[config.mk]
export PLATFORM = sky130hd
export DESIGN_NAME = btb_upd_arb
export DESIGN_NICKNAME = d
export VERILOG_FILES = /design/src/rtl/btb_upd_arb_pkg.sv /design/src/rtl/btb_upd_arb_fifo.sv /design/src/rtl/btb_upd_arb.sv
export SDC_FILE = /design/constraint.sdc
export NUM_CORES = 1
export LEC_CHECK = 0
export ABC_CLOCK_PERIOD_IN_PS = 6250
export CORE_UTILIZATION = 54
export DETAILED_ROUTE_END_ITERATION = 6
export PLACE_DENSITY = 0.8
export SLEW_MARGIN = 20
export SYNTH_ARGS = -nofsm -noshare
export SYNTH_HDL_FRONTEND = slang
export SYNTH_SLANG_ARGS = --single-unit
[constraint.sdc]
create_clock -name clk_i -period 6.25 [get_ports clk_i]
set_input_delay 0.625 -clock clk_i [delete_from_list [all_inputs] [get_ports clk_i]]
set_output_delay 0.625 -clock clk_i [all_outputs]
set_load 0.05 [all_outputs]
[src/rtl/btb_upd_arb_pkg.sv]
// Shared fetch-side types for the BTB update path: the update record,
// branch-type encodings and the write-port arbiter state.
package btb_upd_arb_pkg;

  typedef enum logic [1:0] {
    BR_COND = 2'd0,
    BR_JUMP = 2'd1,
    BR_CALL = 2'd2,
    BR_RET  = 2'd3
  } br_typ_e;

  typedef struct packed {
    logic [63:0] pc;
    logic [2:0]  pos;
    logic [1:0]  typ;
    logic [63:0] tar;
  } btb_upd_t;

  typedef enum logic {
    ARB_NORMAL   = 1'b0,
    ARB_FORCE_PD = 1'b1
  } arb_state_e;

endpackage

[src/rtl/btb_upd_arb_fifo.sv]
// Small synchronous FIFO of BTB update records with flush. The caller never
// pushes when full or pops when empty; flush wins over push/pop.
module btb_upd_fifo
  import btb_upd_arb_pkg::*;
#(
  parameter int DEPTH = 4
) (
  input  logic                     clk,
  input  logic                     rst_n,
  input  logic                     push,
  input  logic                     pop,
  input  logic                     flush,
  input  btb_upd_t                 din,
  output btb_upd_t                 head,
  output logic [$clog2(DEPTH):0]   count,
  output logic                     empty,
  output logic                     full
);
  localparam int AW = $clog2(DEPTH);

  btb_upd_t        mem [DEPTH];
  logic [AW-1:0]   wr_ptr, rd_ptr;

  // Storage carries no reset; only the pointers/count define validity.
  always_ff @(posedge clk) begin
    if (push) mem[wr_ptr] <= din;
  end

  always_ff @(posedge clk or negedge rst_n) begin
    if (!rst_n) begin
      wr_ptr <= '0;
      rd_ptr <= '0;
      count  <= '0;
    end else if (flush) begin
      wr_ptr <= '0;
      rd_ptr <= '0;
      count  <= '0;
    end else begin
      if (push) wr_ptr <= wr_ptr + AW'(1);
      if (pop)  rd_ptr <= rd_ptr + AW'(1);
      unique case ({push, pop})
        2'b10:   count <= count + (AW+1)'(1);
        2'b01:   count <= count - (AW+1)'(1);
        default: ;
      endcase
    end
  end

  assign head  = mem[rd_ptr];
  assign empty = (count == '0);
  assign full  = (count == (AW+1)'(DEPTH));

endmodule

[src/rtl/btb_upd_arb.sv]
// BTB write-port arbiter: resolve updates win, predecode hints are buffered
// and droppable, with a starvation guard. BTBARB_PERF_EN adds perf counters.
module btb_upd_arb
  import btb_upd_arb_pkg::*;
#(
  parameter int PD_DEPTH   = 4,
  parameter int STARVE_MAX = 8
) (
  input  logic        clk_i,
  input  logic        rst_n_i,
  input  logic        pd_we_i,
  input  logic [63:0] pd_pc_i,
  input  logic [2:0]  pd_pos_i,
  input  logic [1:0]  pd_typ_i,
  input  logic [63:0] pd_tar_i,
  output logic        pd_drop_o,
  input  logic        rs_valid_i,
  input  logic [63:0] rs_pc_i,
  input  logic [2:0]  rs_pos_i,
  input  logic [1:0]  rs_typ_i,
  input  logic [63:0] rs_tar_i,
  output logic        rs_ready_o,
  input  logic        flush_i,
  input  logic        btb_busy_i,
  output logic        btb_we_o,
  output logic [63:0] btb_pc_o,
  output logic [2:0]  btb_pos_o,
  output logic [1:0]  btb_typ_o,
  output logic [63:0] btb_tar_o
`ifdef BTBARB_PERF_EN
  ,
  output logic [31:0] pd_drop_cnt_o,
  output logic [31:0] rs_stall_cnt_o
`endif
);
  localparam int CW = $clog2(PD_DEPTH);
  localparam int SW = $clog2(STARVE_MAX + 1);

  btb_upd_t   pd_in, rs_in, fifo_head, out_q;
  logic [CW:0] pd_count;
  logic        pd_empty, pd_full, push, pop;
  logic        gnt_rs, gnt_pd, pd_win;
  arb_state_e  state_q, state_d;
  logic [SW-1:0] starve_q, starve_d;

  assign pd_in = {pd_pc_i, pd_pos_i, pd_typ_i, pd_tar_i};
  assign rs_in = {rs_pc_i, rs_pos_i, rs_typ_i, rs_tar_i};

  // Full is judged on the registered count; a flush-cycle push is silently lost.
  assign push      = pd_we_i && !pd_full && !flush_i;
  assign pd_drop_o = pd_we_i &&  pd_full && !flush_i;

  btb_upd_fifo #(.DEPTH(PD_DEPTH)) u_fifo (
    .clk   (clk_i),
    .rst_n (rst_n_i),
    .push  (push),
    .pop   (pop),
    .flush (flush_i),
    .din   (pd_in),
    .head  (fifo_head),
    .count (pd_count),
    .empty (pd_empty),
    .full  (pd_full)
  );

  always_comb begin
    state_d    = state_q;
    starve_d   = starve_q;
    gnt_rs     = 1'b0;
    gnt_pd     = 1'b0;
    rs_ready_o = 1'b0;
    unique case (state_q)
      ARB_NORMAL: begin
        if (!btb_busy_i) begin
          if (rs_valid_i) begin
            gnt_rs     = 1'b1;
            rs_ready_o = 1'b1;
            if (!pd_empty) starve_d = starve_q + SW'(1);
          end else if (!pd_empty) begin
            gnt_pd   = 1'b1;
            starve_d = '0;
          end
        end
        // A flush empties the FIFO, so nothing is left waiting to be starved.
        if (flush_i) starve_d = '0;
        if (starve_d == SW'(STARVE_MAX)) state_d = ARB_FORCE_PD;
      end
      ARB_FORCE_PD: begin
        if (pd_empty) begin
          state_d  = ARB_NORMAL;
          starve_d = '0;
        end else if (!btb_busy_i) begin
          gnt_pd   = 1'b1;
          starve_d = '0;
          state_d  = ARB_NORMAL;
        end
      end
      default: state_d = ARB_NORMAL;
    endcase
  end

  assign pd_win = gnt_pd && !flush_i;
  assign pop    = pd_win;

  always_ff @(posedge clk_i or negedge rst_n_i) begin
    if (!rst_n_i) begin
      state_q  <= ARB_NORMAL;
      starve_q <= '0;
      btb_we_o <= 1'b0;
      out_q    <= '0;
    end else begin
      state_q  <= state_d;
      starve_q <= starve_d;
      btb_we_o <= gnt_rs || pd_win;
      if (gnt_rs)      out_q <= rs_in;
      else if (pd_win) out_q <= fifo_head;
    end
  end

  assign btb_pc_o  = out_q.pc;
  assign btb_pos_o = out_q.pos;
  assign btb_typ_o = out_q.typ;
  assign btb_tar_o = out_q.tar;

`ifdef BTBARB_PERF_EN
  // Saturating event counters; deliberately untouched by flush.
  always_ff @(posedge clk_i or negedge rst_n_i) begin
    if (!rst_n_i) begin
      pd_drop_cnt_o  <= '0;
      rs_stall_cnt_o <= '0;
    end else begin
      if (pd_drop_o && pd_drop_cnt_o != '1)
        pd_drop_cnt_o <= pd_drop_cnt_o + 32'd1;
      if (rs_valid_i && !rs_ready_o && rs_stall_cnt_o != '1)
        rs_stall_cnt_o <= rs_stall_cnt_o + 32'd1;
    end
  end
`endif

endmodule

After elaboration in Yosys (flattened, before gate mapping)
Memories as Yosys holds them, arrays and structs flattened.
Cells that the tools add are included.
- output and inout port bits: 136
- memories: 1
- input bits: 272
- flip-flop bits (word level): 146
- memory bits (writable): 532
- bitwise operators: 1
- add/sub/neg operators: 5
- multiplexer cells: 32
- reduce and logical (&&, ||, !) cells: 13
- eq/ne operators: 5
- memory list (name ; words ; width ; read ports ; clocked after Yosys merged registers in ; write ports ; line ; text):
    u_fifo.mem ; 4 ; 133 ; 1 ; 0 ; 1 ; btb_upd_arb_fifo.sv:21 ; btb_upd_t mem [DEPTH];
- operators by type and width (operator ; count):
    $mux 133 ; 2
    $mux 4 ; 8
    $mux 1 ; 13
    $mux 2 ; 4
    $pmux 4 s2 ; 1
    $pmux 3 s2 ; 1
    $reduce_bool 2->1 ; 3
    $logic_and 1x1->1 ; 5
    $add 2x1->2 const B ; 2
    $add 4x1->4 const B ; 1
    $eq 4x4->1 const B ; 1
    $pmux 1 s2 ; 2
    $add 3x1->3 const B ; 1
    $eq 3x3->1 const B ; 1
    $logic_not 3->1 ; 1
    $mux 3 ; 1
    $ne 3x3->1 const B ; 1
    $reduce_bool 3->1 ; 1
    $sub 3x1->3 const B ; 1
    $eq 2x1->1 const B ; 1
    $eq 2x2->1 const B ; 1
    $logic_not 1->1 ; 2
    $logic_or 1x1->1 ; 1
    $not 1->1 ; 1

Depth between registers and ports, before layout
- depth in word-level cells: 9
- mapped depth: 8
- depth with buffers taken out: 7

Modules after synthesis
Synthesis repeated with hierarchy kept, for this count alone.
- cells, all modules: 1355
- area total of the unflattened synthesis: 26051.2 µm²
- by module, submodules not included (module ; cells an instance ; instances ; area an instance (µm²)):
    btb_upd_fifo ; 736 ; 1 ; 19586.3
    btb_upd_arb ; 619 ; 1 ; 6465.0

Worst setup path before layout
OpenSTA, ideal clock, no wires.
- kind: input -> register
- from: in pd_we_i
- to: mem u_fifo.mem[0][0] in the netlist's numbering, enable pin
- required time: 5.741 ns
- arrival: 4.068 ns
- cell stages on the path: 3
- setup slack: 1.673 ns
- buffers on the path: 0
- path through: inv_1 > nor2_1 > and3_1
- longest elaborated chain between the ends: 4
- ends and longest elaborated chain (item ; line ; text):
    start: declaration ; btb_upd_arb.sv:11 ; input logic pd_we_i,
    $logic_and 1x1->1 (2 in a row) ; btb_upd_arb.sv:50 ; assign push = pd_we_i && !pd_full && !flush_i;
    $mux 1 ; btb_upd_arb_fifo.sv:26 ; if (push) mem[wr_ptr] <= din;
    $mux 1 (implied by the code) ; btb_upd_arb_fifo.sv:26 ;
    end: declaration ; btb_upd_arb_fifo.sv:21 ;
No other way between the ends.

Worst setup path in the final report
- from: in rs_valid_i
- to: out rs_ready_o
- longest elaborated chain between the ends: 3
- ends and longest elaborated chain (item ; line ; text):
    start: declaration ; btb_upd_arb.sv:17 ; input logic rs_valid_i,
    $mux 1 ; btb_upd_arb.sv:75 ; if (rs_valid_i) begin
    $mux 1 ; btb_upd_arb.sv:74 ; if (!btb_busy_i) begin
    $mux 1 ; btb_upd_arb.sv:72 ; unique case (state_q)
    end: declaration ; btb_upd_arb.sv:22 ; output logic rs_ready_o,
No other way between the ends.

==> results.md <==
- Status: finished, final reports clean
- Largest net degree at the start of global routing: 109
- Root buffer cell: clkbuf_16
- Initial antenna violation count: 9
- # IOs: 408
- Worst Clk Skew: 19.71 ps
- Clk_lat worst skew: 610 ps
- CTS tree: done
- Post-synthesis register bit count: 678
- Fmax: 298.0 MHz
- Synth Warn #: 0
- Setup violators final: 0
- Mapped Area: 26780 um2
- Routed vias/inst: 5.622
- # rows: 81
- Mapped Avg Cell Area: 21.97 um2
- Ys async rst share: 0.2153
- Port Buffers: 407
- Reg-to-reg setup timing slack: 3390 ps
- Finished Cell Area: 33650 um2
- Die area: 50490 um2
- Critical Path RT: 5620 ps
- Most frequent cells in the layout: edfxtp_1 (532), clkdlybuf4s50_1 (406), mux2_2 (208), dfrtp_1 (144), mux4_2 (133)
- Cts repair resizes: 0
- Rel. slew slack: 0.3005
- GRT Residual Overflow: 0
- Post-synthesis cell type count: 45
- Leakage: 0.01140 uW
- Via count: 13325
- Post-Syn Nets: 1498
- Type of origin of the critical path: input port
- CTS sink cnt: 678
- Number of synthesized flops with an enable pin: 532
- CTS Hold Buffers Added: 0
- Layout cells sized above 1: 0.3065
- Number of global-route vias before repair: 14117
- Fillers: 3057
- CTS buffer count: 69
- Initial Util: 0.5471
- Final setup TNS: 0 ps
- Ys flop type: edfxtp_1
- Global-route wire length before repair: 83.81 mm
- Hold Vio Cnt, Final: 0
- Pwr per Cell Area: 346.5 nW/um2
- Critical path type: in -> out
- WL final: 55.74 mm
- Final GP Congestion: 0.7596
- Setup crit end kind: primary output
- Seq/Total Area, Yosys: 0.7329
- Maximum vdd drop: 256.9 uV
- Synth Instances: 1219
- Clock Tree Buf Depth: 3
- DRT Pass-1 Iters: 4
- Commonest non-fill, non-tap cell in the layout: edfxtp_1
- Worst Max-Slew Pin Slew: 1049 ps
- MaxCap Viol Count: 0
- Residual DRC: 0
- Crit path max fanout: 9
- Post-CTS setup buffers: 0
- R2R depth: 4
- Drt first-iter violations: 836
- Die Y: 224.7 um
- Worst Path Arrival: 2730 ps
- Final nets: 1926
- Detail Route Antenna Nets: 0
- Slew Viols, Final: 0
- Final period util: 0.5370
- Wirelength per Cell: 23.52 um
- Post-layout min period: 3356 ps
- Class of the worst hold path: in -> async
- Unrepaired setup endpoints after global routing: no
- Layout area overhead: 25.64%
- DP Area: 31520 um2
- Total GRT Usage: 0.2234
- Core Area: 48950 um2
- H-tree depth: 3
- DP HPWL: 33.99 mm
- Reg clk slew, reported paths: 60 ps
- Die Wd: 224.7 um
## layout make-up
type                            instances  area [um2]  share of cell area
Antenna cell                            3       7.507           0.0002231
Clock buffer                           95        1928             0.05730
Clock inverter                         32       197.7            0.005875
Inverter                                8       35.03            0.001041
Multi-Input combinational cell        471        6763              0.2010
Sequential cell                       678       19640              0.5835
Tap cell                              664       830.8             0.02469
Timing Repair Buffer                  419        4253              0.1264
## report_power, final
part	switching, uW	internal, uW	total, uW
Sequential	180	5230	5410
Combinational	1350	1030	2370
Clock	1660	2210	3870
Total	3190	8470	11700
## through the flow
step	total power, uW	hold WS, ps	std cells	util	setup slack (ps)
after floorplan	7007	329.4	1219	-	1673
after global placement	7834	490.9	2240	0.6439	2768
after detailed placement	7883	495.1	2240	0.6439	2709
after CTS	11770	21.14	2367	0.6873	2890
after global routing	12040	62.17	2367	0.6873	2786
final	11660	15.44	2370	0.6874	2894
## path summary, 6_finish.rpt
check,startpoint,to
setup / recovery,rs_valid_i,rs_ready_o
hold / removal,rst_n_i,btb_tar_o[14]
setup reg to reg,u_fifo.count[2],u_fifo.mem[0][114]
hold reg to reg,btb_tar_o[45],btb_tar_o[45]
max in group asynchronous,rst_n_i,btb_tar_o[58]
min in group clk_i,btb_tar_o[45],btb_tar_o[45]
## worst max-delay path, cell delays in order
cell and delay [ps]:
clkdlybuf4s50_1 620, nand2b_1 210, nor2_4 270, clkdlybuf4s50_1 990
## cell usage after synthesis, types with 2 or more instances
master | count | area share
a21oi_1 | 5 | 0.00093
mux2_2 | 208 | 0.087
a22o_1 | 3 | 0.00098
nand3_1 | 3 | 0.00056
dfrtp_1 | 146 | 0.14
buf_1 | 6 | 0.00084
mux2_4 | 59 | 0.033
inv_1 | 7 | 0.00098
and3_1 | 5 | 0.0012
buf_2 | 25 | 0.0047
nand4_1 | 2 | 0.00047
nor2b_1 | 3 | 0.00070
nand2_1 | 8 | 0.0011
or4_1 | 2 | 0.00056
nor3b_1 | 2 | 0.00056
buf_4 | 2 | 0.00056
nand2b_1 | 2 | 0.00047
edfxtp_1 | 532 | 0.60
ha_1 | 6 | 0.0028
xnor2_1 | 2 | 0.00065
mux4_2 | 133 | 0.11
clkbuf_1 | 16 | 0.0022
buf_8 | 7 | 0.0039
o21ai_0 | 4 | 0.00075
nor2_1 | 5 | 0.00070
nor3_1 | 3 | 0.00056
buf_6 | 5 | 0.0021
## state kept, by name (all words and copies together), names as in the netlist, 2 cells and up
name	cells
u_fifo.count	3
u_fifo.wr_ptr	2
btb_pc_o	64
u_fifo.rd_ptr	2
u_fifo.mem	532
btb_tar_o	64
btb_pos_o	3
starve_q	4
btb_typ_o	2
## layer usage
metal / up-vias / wire length [um] / global-route usage
li1: 5830 / - / -
met1: 6944 / 23330 / 0.3029
met2: 460 / 27270 / 0.3575
met3: 79 / 4087 / 0.06153
met4: 12 / 984 / 0.06408
met5: - / 74 / 0
## logic make-up after synthesis
logic type / Yosys count / synth area share
compound gates: 21 / 0.005794
xor+xnor: 3 / 0.0009812
flops: 678 / 0.7329
mux: 401 / 0.2327
buf+inv: 70 / 0.01584
fa+ha+maj: 7 / 0.003550
simple gates: 39 / 0.008222
Note: power is estimated with default switching activity, not from simulation.
